**src/rtl/adder_pkg.sv**
```systemverilog
// Shared types and sizing helpers for the chunked serial adder.
// Optional subtract support is compiled in with the ADDER_SUB_EN macro (see top).
package adder_pkg;

   typedef enum logic [1:0] {
      ST_IDLE,
      ST_BUSY,
      ST_DONE
   } add_state_t;

   // Number of chunks needed to cover the operand width.
   function automatic int nchunk_of(input int width, input int chunk);
      return width / chunk;
   endfunction

   // Chunk index counter width; never narrower than one bit.
   function automatic int idx_bits(input int nchunk);
      return (nchunk <= 1) ? 1 : $clog2(nchunk);
   endfunction

endpackage

```
**src/rtl/chunk_adder.sv**
```systemverilog
// Combinational CHUNK-bit ripple-carry adder slice used once per clock by the
// serial adder. Kept as an explicit ripple so the critical path is exactly
// CHUNK full-adder stages.
module chunk_adder #(
   parameter int CHUNK = 8
) (
   input  logic [CHUNK-1:0] x,
   input  logic [CHUNK-1:0] y,
   input  logic             ci,
   output logic [CHUNK-1:0] s,
   output logic             co
);

   // Ripple the carry from bit 0 upwards.
   always_comb begin
      logic c;
      s = '0;
      c = ci;
      for (int i = 0; i < CHUNK; i++) begin
         s[i] = x[i] ^ y[i] ^ c;
         c    = (x[i] & y[i]) | (c & (x[i] ^ y[i]));
      end
      co = c;
   end

endmodule

```
**src/rtl/chunked_serial_adder.sv**
```systemverilog
// Multi-cycle WIDTH-bit adder that processes CHUNK bits per clock, LSB chunk
// first, with the inter-chunk carry held in a register.
// Macro ADDER_SUB_EN: adds the sub input and overflow output (a - b support).
//
//   state   | meaning
//   --------+----------------------------------------------------------
//   ST_IDLE | waiting for operands, in_ready high
//   ST_BUSY | adding chunk[idx] each cycle, carry held in carry_reg
//   ST_DONE | result presented, held until out_ready
module chunked_serial_adder
   import adder_pkg::*;
#(
   parameter int WIDTH = 32,
   parameter int CHUNK = 8
) (
   input  logic             clk,
   input  logic             rst,
   input  logic             in_valid,
   output logic             in_ready,
   input  logic [WIDTH-1:0] a,
   input  logic [WIDTH-1:0] b,
   input  logic             cin,
`ifdef ADDER_SUB_EN
   input  logic             sub,
`endif
   output logic             out_valid,
   input  logic             out_ready,
   output logic [WIDTH-1:0] sum,
   output logic             carry
`ifdef ADDER_SUB_EN
   ,
   output logic             overflow
`endif
);

   localparam int NCHUNK = nchunk_of(WIDTH, CHUNK);
   localparam int IW     = idx_bits(NCHUNK);

   generate
      if ((WIDTH % CHUNK) != 0 || NCHUNK < 1) begin : g_bad_params
         $error("chunked_serial_adder: WIDTH must be a non-zero multiple of CHUNK");
      end
   endgenerate

   add_state_t       state;
   add_state_t       state_nxt;
   logic [IW-1:0]    idx;
   logic [WIDTH-1:0] op_a;
   logic [WIDTH-1:0] op_b;
   logic             carry_reg;
   logic [WIDTH-1:0] sum_r;
   logic             carry_r;
   logic [WIDTH-1:0] b_eff;
   logic             seed;
   logic             last_chunk;
   logic [CHUNK-1:0] x_chunk;
   logic [CHUNK-1:0] y_chunk;
   logic [CHUNK-1:0] s_chunk;
   logic             co_chunk;
`ifdef ADDER_SUB_EN
   logic             overflow_r;
`endif

   assign in_ready   = (state == ST_IDLE) && !rst;
   assign out_valid  = (state == ST_DONE);
   assign last_chunk = (idx == IW'(NCHUNK - 1));
   assign sum        = sum_r;
   assign carry      = carry_r;
`ifdef ADDER_SUB_EN
   assign overflow   = overflow_r;
`endif

   // Effective B operand and carry seed: subtraction is a + ~b + 1.
   always_comb begin
      b_eff = b;
      seed  = cin;
`ifdef ADDER_SUB_EN
      if (sub) begin
         b_eff = ~b;
         seed  = 1'b1;
      end
`endif
   end

   // Select the operand chunk addressed by idx.
   always_comb begin
      x_chunk = '0;
      y_chunk = '0;
      for (int i = 0; i < NCHUNK; i++) begin
         if (idx == IW'(i)) begin
            x_chunk = op_a[i*CHUNK +: CHUNK];
            y_chunk = op_b[i*CHUNK +: CHUNK];
         end
      end
   end

   chunk_adder #(.CHUNK(CHUNK)) u_chunk_adder (
      .x  (x_chunk),
      .y  (y_chunk),
      .ci (carry_reg),
      .s  (s_chunk),
      .co (co_chunk)
   );

   // State register.
   always_ff @(posedge clk) begin
      if (rst) state <= ST_IDLE;
      else     state <= state_nxt;
   end

   // Next-state logic.
   always_comb begin
      state_nxt = state;
      case (state)
         ST_IDLE: if (in_valid && in_ready) state_nxt = ST_BUSY;
         ST_BUSY: if (last_chunk)           state_nxt = ST_DONE;
         ST_DONE: if (out_ready)            state_nxt = ST_IDLE;
         default:                           state_nxt = ST_IDLE;
      endcase
   end

   // Operand capture, chunk-by-chunk accumulation and result registers.
   always_ff @(posedge clk) begin
      if (rst) begin
         idx        <= '0;
         op_a       <= '0;
         op_b       <= '0;
         carry_reg  <= 1'b0;
         sum_r      <= '0;
         carry_r    <= 1'b0;
`ifdef ADDER_SUB_EN
         overflow_r <= 1'b0;
`endif
      end else begin
         case (state)
            ST_IDLE: begin
               if (in_valid) begin
                  op_a      <= a;
                  op_b      <= b_eff;
                  carry_reg <= seed;
                  idx       <= '0;
               end
            end
            ST_BUSY: begin
               for (int i = 0; i < NCHUNK; i++) begin
                  if (idx == IW'(i)) sum_r[i*CHUNK +: CHUNK] <= s_chunk;
               end
               carry_reg <= co_chunk;
               if (last_chunk) begin
                  carry_r    <= co_chunk;
`ifdef ADDER_SUB_EN
                  // Signed overflow: operands agree in sign, result does not.
                  overflow_r <= (op_a[WIDTH-1] == op_b[WIDTH-1]) &&
                                (s_chunk[CHUNK-1] != op_a[WIDTH-1]);
`endif
               end else begin
                  idx <= idx + 1'b1;
               end
            end
            default: ;
         endcase
      end
   end

endmodule

```
**config.mk**
```make
export PLATFORM = sky130hd
export DESIGN_NAME = chunked_serial_adder
export DESIGN_NICKNAME = d
export VERILOG_FILES = /design/src/rtl/adder_pkg.sv /design/src/rtl/chunk_adder.sv /design/src/rtl/chunked_serial_adder.sv
export SDC_FILE = /design/constraint.sdc
export NUM_CORES = 1
export LEC_CHECK = 0
export ABC_AREA = 1
export ABC_CLOCK_PERIOD_IN_PS = 6800
export CAP_MARGIN = 20
export CORE_UTILIZATION = 40
export CTS_CLUSTER_DIAMETER = 40
export DETAILED_ROUTE_END_ITERATION = 7
export PLACE_DENSITY = 0.66
export SLEW_MARGIN = 10
export SYNTH_ARGS = -nofsm -noshare
export SYNTH_HDL_FRONTEND = slang
export SYNTH_HIERARCHICAL = 1
export SYNTH_SLANG_ARGS = --single-unit
```
**constraint.sdc**
```tcl
create_clock -name clk -period 6.8 [get_ports clk]
set_input_delay 1.7 -clock clk [delete_from_list [all_inputs] [get_ports clk]]
set_output_delay 1.7 -clock clk [all_outputs]
set_load 0.03 [all_outputs]
```
# [Word-level counts from Yosys, hierarchy flattened]
# Cells that the tools add are included.
[classes] add_sub_neg=1 eq_ne=10 n_mux=17 n_bitwise=40 n_reduce_logical=14
[ops] operator="two-way mux 8 bit" n=8
[ops] operator="bitwise AND 1 bit" n=16
[ops] operator="bitwise XOR 1 bit" n=16
[ops] operator="AND reduction 2 bit" n=6
[ops] operator="two-way mux 2 bit" n=5
[ops] operator="bitwise OR 1 bit" n=8
[ops] operator="equality test 2 bit (second input constant)" n=3
[ops] operator="!= test 2 bit (second input constant)" n=3
[ops] operator="case mux 2 bit (3 select lines)" n=1
[ops] operator="AND reduction 3 bit" n=2
[ops] operator="equality test 2 x 1 -> 1 bit (second input constant)" n=2
[ops] operator="zero test 2 bit" n=2
[ops] operator="!= test 2 x 1 -> 1 bit (second input constant)" n=2
[ops] operator="case mux 2 bit (2 select lines)" n=1
[ops] operator="adder 2 x 1 -> 2 bit (second input constant)" n=1
[ops] operator="logical AND 1 bit" n=2
[ops] operator="case mux 1 bit (2 select lines)" n=1
[ops] operator="nonzero test 2 bit" n=1
[ops] operator="zero test 1 bit" n=1
[ops] operator="two-way mux 1 bit" n=1
[totals] reg_bits=102 elab_cells=92

# [Depth between registers and ports, before layout]
[depth] ltp_word=23 ltp_mapped=22

# [Cells and area by module]
# Netlist, hierarchy kept.
[by_module_without_submodules] module="chunked_serial_adder" n_inst=1 cells_each=586 area_per_inst_um2=4259.1
[by_module_without_submodules] module="chunk_adder" n_inst=1 cells_each=18 area_per_inst_um2=197.7

# [Worst setup path before layout]
# Ideal clock, no wire load.
[synth_timing] path_kind="reg2reg" startpoint="register idx[1]" endpoint="register sum_r[7] (netlist: sum[7])" setup_ns=0.070 arrival_ns=4.484 required_time_ns=6.730 setup_slack_ns=2.246 path_stages_with_launch=23 path_buffers=2 period_less_slack_ns=4.554 cell_sequence="dfxtp_1 inv_1 ha_1 buf_4 clkinv_1 buf_2 nand3_1 a21o_1 nand2_1 fa_1 inv_1 fa_1 inv_1 fa_1 fa_1 fa_1 fa_1 fa_1 inv_1 fa_1 inv_1 nand2_1 a21oi_1"
[synth_via] elab_chain_cells=21
[synth_rtl] element="start: declaration" line_no="chunked_serial_adder.sv:47" rtl="logic [IW-1:0] idx;"
[synth_rtl] element="start signal: assignment" line_no="chunked_serial_adder.sv:157" rtl="idx <= idx + 1'b1;"
[synth_rtl] element="zero test 2 bit" line_no="chunked_serial_adder.sv:90" rtl="if (idx == IW'(i)) begin"
[synth_rtl] element="two-way mux 8 bit (3 in a row)" line_no="chunked_serial_adder.sv:90"
[synth_rtl] element="two-way mux 8 bit (*)" line_no="chunked_serial_adder.sv:90"
[synth_rtl] element="named net x_chunk[0]" line_no="chunked_serial_adder.sv:56" rtl="logic [CHUNK-1:0] x_chunk;"
[synth_rtl] element="bitwise XOR 1 bit" line_no="chunk_adder.sv:21" rtl="c = (x[i] & y[i]) | (c & (x[i] ^ y[i]));"
[synth_rtl] element="bitwise AND 1 bit" line_no="chunk_adder.sv:21"
[synth_rtl] element="bitwise OR 1 bit (*)" line_no="chunk_adder.sv:21"
[synth_rtl] element="bitwise AND 1 bit (*)" line_no="chunk_adder.sv:21"
[synth_rtl] element="(+5 left out)"
[synth_rtl] element="bitwise AND 1 bit (*)" line_no="chunk_adder.sv:21"
[synth_rtl] element="bitwise OR 1 bit (*)" line_no="chunk_adder.sv:21"
[synth_rtl] element="bitwise AND 1 bit (*)" line_no="chunk_adder.sv:21"
[synth_rtl] element="bitwise OR 1 bit (*)" line_no="chunk_adder.sv:21"
[synth_rtl] element="bitwise AND 1 bit (*)" line_no="chunk_adder.sv:21"
[synth_rtl] element="bitwise OR 1 bit (*)" line_no="chunk_adder.sv:21"
[synth_rtl] element="bitwise XOR 1 bit (*)" line_no="chunk_adder.sv:20" rtl="s[i] = x[i] ^ y[i] ^ c;"
[synth_rtl] element="named net s_chunk[7]" line_no="chunked_serial_adder.sv:58" rtl="logic [CHUNK-1:0] s_chunk;"
[synth_rtl] element="end signal: indexed assignment" line_no="chunked_serial_adder.sv:146" rtl="if (idx == IW'(i)) sum_r[i*CHUNK +: CHUNK] <= s_chunk;"
[synth_rtl] element="end: declaration" line_no="chunked_serial_adder.sv:51" rtl="logic [WIDTH-1:0] sum_r;"
# The timed path passes the listed nets; every way through them passes the cells marked *.
# A chain may end at the register's enable or synchronous reset.

# [Worst setup path in the final report]
[layout_timing] startpoint="register idx[1]" endpoint="register sum_r[7] (netlist: sum[7])"
[layout_via] elab_chain_cells=21
[layout_rtl] element="zero test 2 bit" line_no="chunked_serial_adder.sv:90"
[layout_rtl] element="two-way mux 8 bit (3 in a row)" line_no="chunked_serial_adder.sv:90"
[layout_rtl] element="two-way mux 8 bit (*)" line_no="chunked_serial_adder.sv:90"
[layout_rtl] element="named net y_chunk[0]" line_no="chunked_serial_adder.sv:57" rtl="logic [CHUNK-1:0] y_chunk;"
[layout_rtl] element="bitwise XOR 1 bit" line_no="chunk_adder.sv:21"
[layout_rtl] element="bitwise AND 1 bit" line_no="chunk_adder.sv:21"
[layout_rtl] element="bitwise OR 1 bit (*)" line_no="chunk_adder.sv:21"
[layout_rtl] element="bitwise AND 1 bit (*)" line_no="chunk_adder.sv:21"
[layout_rtl] element="(+5 left out)"
[layout_rtl] element="bitwise AND 1 bit (*)" line_no="chunk_adder.sv:21"
[layout_rtl] element="bitwise OR 1 bit (*)" line_no="chunk_adder.sv:21"
[layout_rtl] element="bitwise AND 1 bit (*)" line_no="chunk_adder.sv:21"
[layout_rtl] element="bitwise OR 1 bit (*)" line_no="chunk_adder.sv:21"
[layout_rtl] element="bitwise AND 1 bit (*)" line_no="chunk_adder.sv:21"
[layout_rtl] element="bitwise OR 1 bit (*)" line_no="chunk_adder.sv:21"
[layout_rtl] element="bitwise XOR 1 bit (*)" line_no="chunk_adder.sv:20"
[layout_rtl] element="named net s_chunk[7]" line_no="chunked_serial_adder.sv:58"
# Marked as above.

==> impl_metrics.json <==
{
  "status": "completed",
  "h-tree-depth": 3,
  "die_w_um": 108,
  "antenna_found_initial": 0,
  "fin_crit_sh_pct": 81.5,
  "crit_slowest_cell": "clkinv_1",
  "clkTransAtPathRegs_ns": 0.10,
  "gp_congestion": 0.813,
  "hold_depth": 2,
  "hold_path_end": "sum[4]",
  "grt_first_pass_wirelength_mm": 18.2,
  "areaGrowthSynthToFinish_pct": 27.1,
  "grt_overflow": 0,
  "path_delay_family": "adder cells",
  "critPathBufInv": 6,
  "avgViaCountPerCell": 4.87,
  "hp-class": "register to register",
  "crit_type": "register to register",
  "cp.depth": 20,
  "clock_sinks": 102,
  "start_util_pct": 41.1,
  "cts_resized": 0,
  "clockBufferDepth": 2,
  "slew_violations": 0,
  "tns_ns": 0,
  "dr.pass1.iters": 5,
  "worstPathCellList": "inv_1 > ha_1 > clkinv_1 > nand3_1 > a21o_1 > nand2_1 > fa_1 > inv_1 > fa_1 > inv_1 > fa_1 > fa_1 > fa_1 > fa_1 > fa_1 > inv_1 > fa_1 > inv_1 > nand2_1 > a21oi_1",
  "hold_buffers": 0,
  "cp_max_fo": 17,
  "clock-root-buffer": "clkbuf_8",
  "ir_worst_vdd_uv": 114,
  "num_vias": 4035,
  "p_per_area_nw_per_um2": 241,
  "synthesis.area_sq_um": 4460,
  "required_ns": 7.10,
  "dp_hpwl_mm": 8.12,
  "grt_max_degree": 93,
  "min_period_ns": 5.54,
  "grtUsageTotal_pct": 20.1,
  "crit_top_cell": "fa_1",
  "cts_buffers": 9,
  "syn_inst": 604,
  "finalClockSkew_ns": 0.0118,
  "endpoint_kind": "register",
  "finalSetupViolCount": 0,
  "fillerInstances": 1122,
  "row_count": 38,
  "clk_latency_ns": 0.36,
  "regArea_sq_um": 2040,
  "cp_slowest_stage_delay_ns": 0.61,
  "drc": 0,
  "drive_above_1_share_pct": 3.92,
  "multi_input_area_sq_um": 2080,
  "coreArea_sq_um": 10800,
  "reg2reg_to": "sum[7]",
  "finalHoldViolCount": 0,
  "reg2reg_depth": 20,
  "clock.fmax_mhz": 181,
  "rsz0062_at_grt": "false",
  "ant_nets": 0,
  "max_slew_margin_pct": 34.1,
  "synth_nets": 685,
  "synth.distinct_cells": 21,
  "tightestPinTransition_ns": 0.986,
  "postCtsSetupRepairBufs": 0,
  "diodes": 0,
  "wl_per_cell_um": 13.4,
  "drt-total-wl_mm": 11.1,
  "die_area_sq_um": 11600,
  "drtIter0Drc": 154,
  "pin_count": 104,
  "reg2reg_slack_ns": 1.26,
  "ys_seq_area_share_pct": 45.8,
  "cts_tree": "yes",
  "power.total_uw": 1360,
  "hold_start": "sum[4]",
  "r2r_start": "idx[1]",
  "ys_seq_elements": 102,
  "die_y_um": 108,
  "cp-start-kind": "register",
  "cp.arrival_ns": 5.84,
  "nNetsFinal": 765,
  "max_cap_violations": 0,
  "p_leak_uw": 0.00237,
  "ys_warn_count": 6,
  "avgSynthCellArea_sq_um": 7.38,
  "numPortBuffers": 103,
  "grt_pass1_vias": 3841
}
metrics by stage:
step	hold WS [ns]	instance area (sq um)	util, %	std cells	setup WS (ns)
3_3_place_gp	0.455	5450	50.3	812	1.49
5_1_grt	0.492	5670	52.3	829	0.948
3_5_place_dp	0.455	5450	50.3	812	1.37
4_1_cts	0.470	5650	52.1	828	1.33
6_report	0.470	5670	52.3	829	1.26
2_1_floorplan	0.450	4460	-	604	2.25
layout make-up:
class / instances / area share (%)
clock inverters: 6 / 1.21
repair buffers: 104 / 18.6
multi-input cells: 435 / 36.7
flip-flops and latches: 102 / 36.0
clock buffers: 10 / 2.25
inverters: 32 / 2.12
well taps: 140 / 3.09
cell usage in the layout, fill, tap and decap left out, types with 2 or more instances in the layout:
cell type and instances:
inv_1 27, ha_1 4, clkbuf_8 9, inv_6 2
clkdlybuf4s50_1 103, nor2_1 193, inv_2 4, nand3_1 19
o21ai_0 90, fa_1 8, nand2_4 2, nand2_1 60
nor2_4 4, dfxtp_1 102, a21o_1 11, a21oi_1 32
o21ai_1 11
cells in the mapped netlist (all sizes together):
master | instances | share of area [%]
nand3 | 20 | 2.4
buf | 21 | 3.6
clkbuf | 14 | 1.2
fa | 8 | 3.6
nor2 | 197 | 17
o21ai | 101 | 11
a21oi | 32 | 3.6
clkinv | 1 | 0.084
nand2 | 62 | 5.6
dfxtp | 102 | 46
inv | 31 | 2.6
ha | 4 | 1.1
a21o | 11 | 1.9
layer usage:
layer  vias up  track usage (%)  share of wire [%]
li1       2085                -                  -
met1      1804             26.2                 45
met2       128             33.1                 47
met3        18             3.45                5.9
met4         0             7.53                1.8
met5         -                0                  0
report_power, final:
part	internal [uW]	switching, uW
Combinational	129	187
Clock	173	206
Sequential	641	28.4
how the worst max path moves through the flow:
| stage | to | from | slack [ns] |
|---|---|---|---|
| final | sum[7] | idx[1] | 1.26 |
| after global routing | sum[7] | idx[1] | 0.95 |
| after CTS | sum[7] | idx[1] | 1.33 |
| after detailed placement | sum[7] | idx[1] | 1.37 |
| after global placement | sum[7] | idx[1] | 1.49 |
| after floorplan | sum[7] | idx[1] | 2.25 |
cells by family (layout without fill, tap and decap cells):
| logic type | Yosys count | in the layout | share of synthesized area, % |
|---|---|---|---|
| AO/OA/AOI/OAI | 144 | 144 | 16.8 |
| adder cells (fa/ha/maj) | 12 | 12 | 4.72 |
| AND/OR/NAND/NOR | 279 | 279 | 25.2 |
| flip-flops | 102 | 102 | 45.8 |
| buffers and inverters | 67 | 152 | 7.50 |
tightest hold or removal path: cells and delay by family (launching register included):
kind,cells,cell delay [ns]
flip-flops,1,0.32
AND/OR/NAND/NOR,1,0.06
AO/OA/AOI/OAI,1,0.05
No activity file was read; power rests on OpenSTA's default activity.
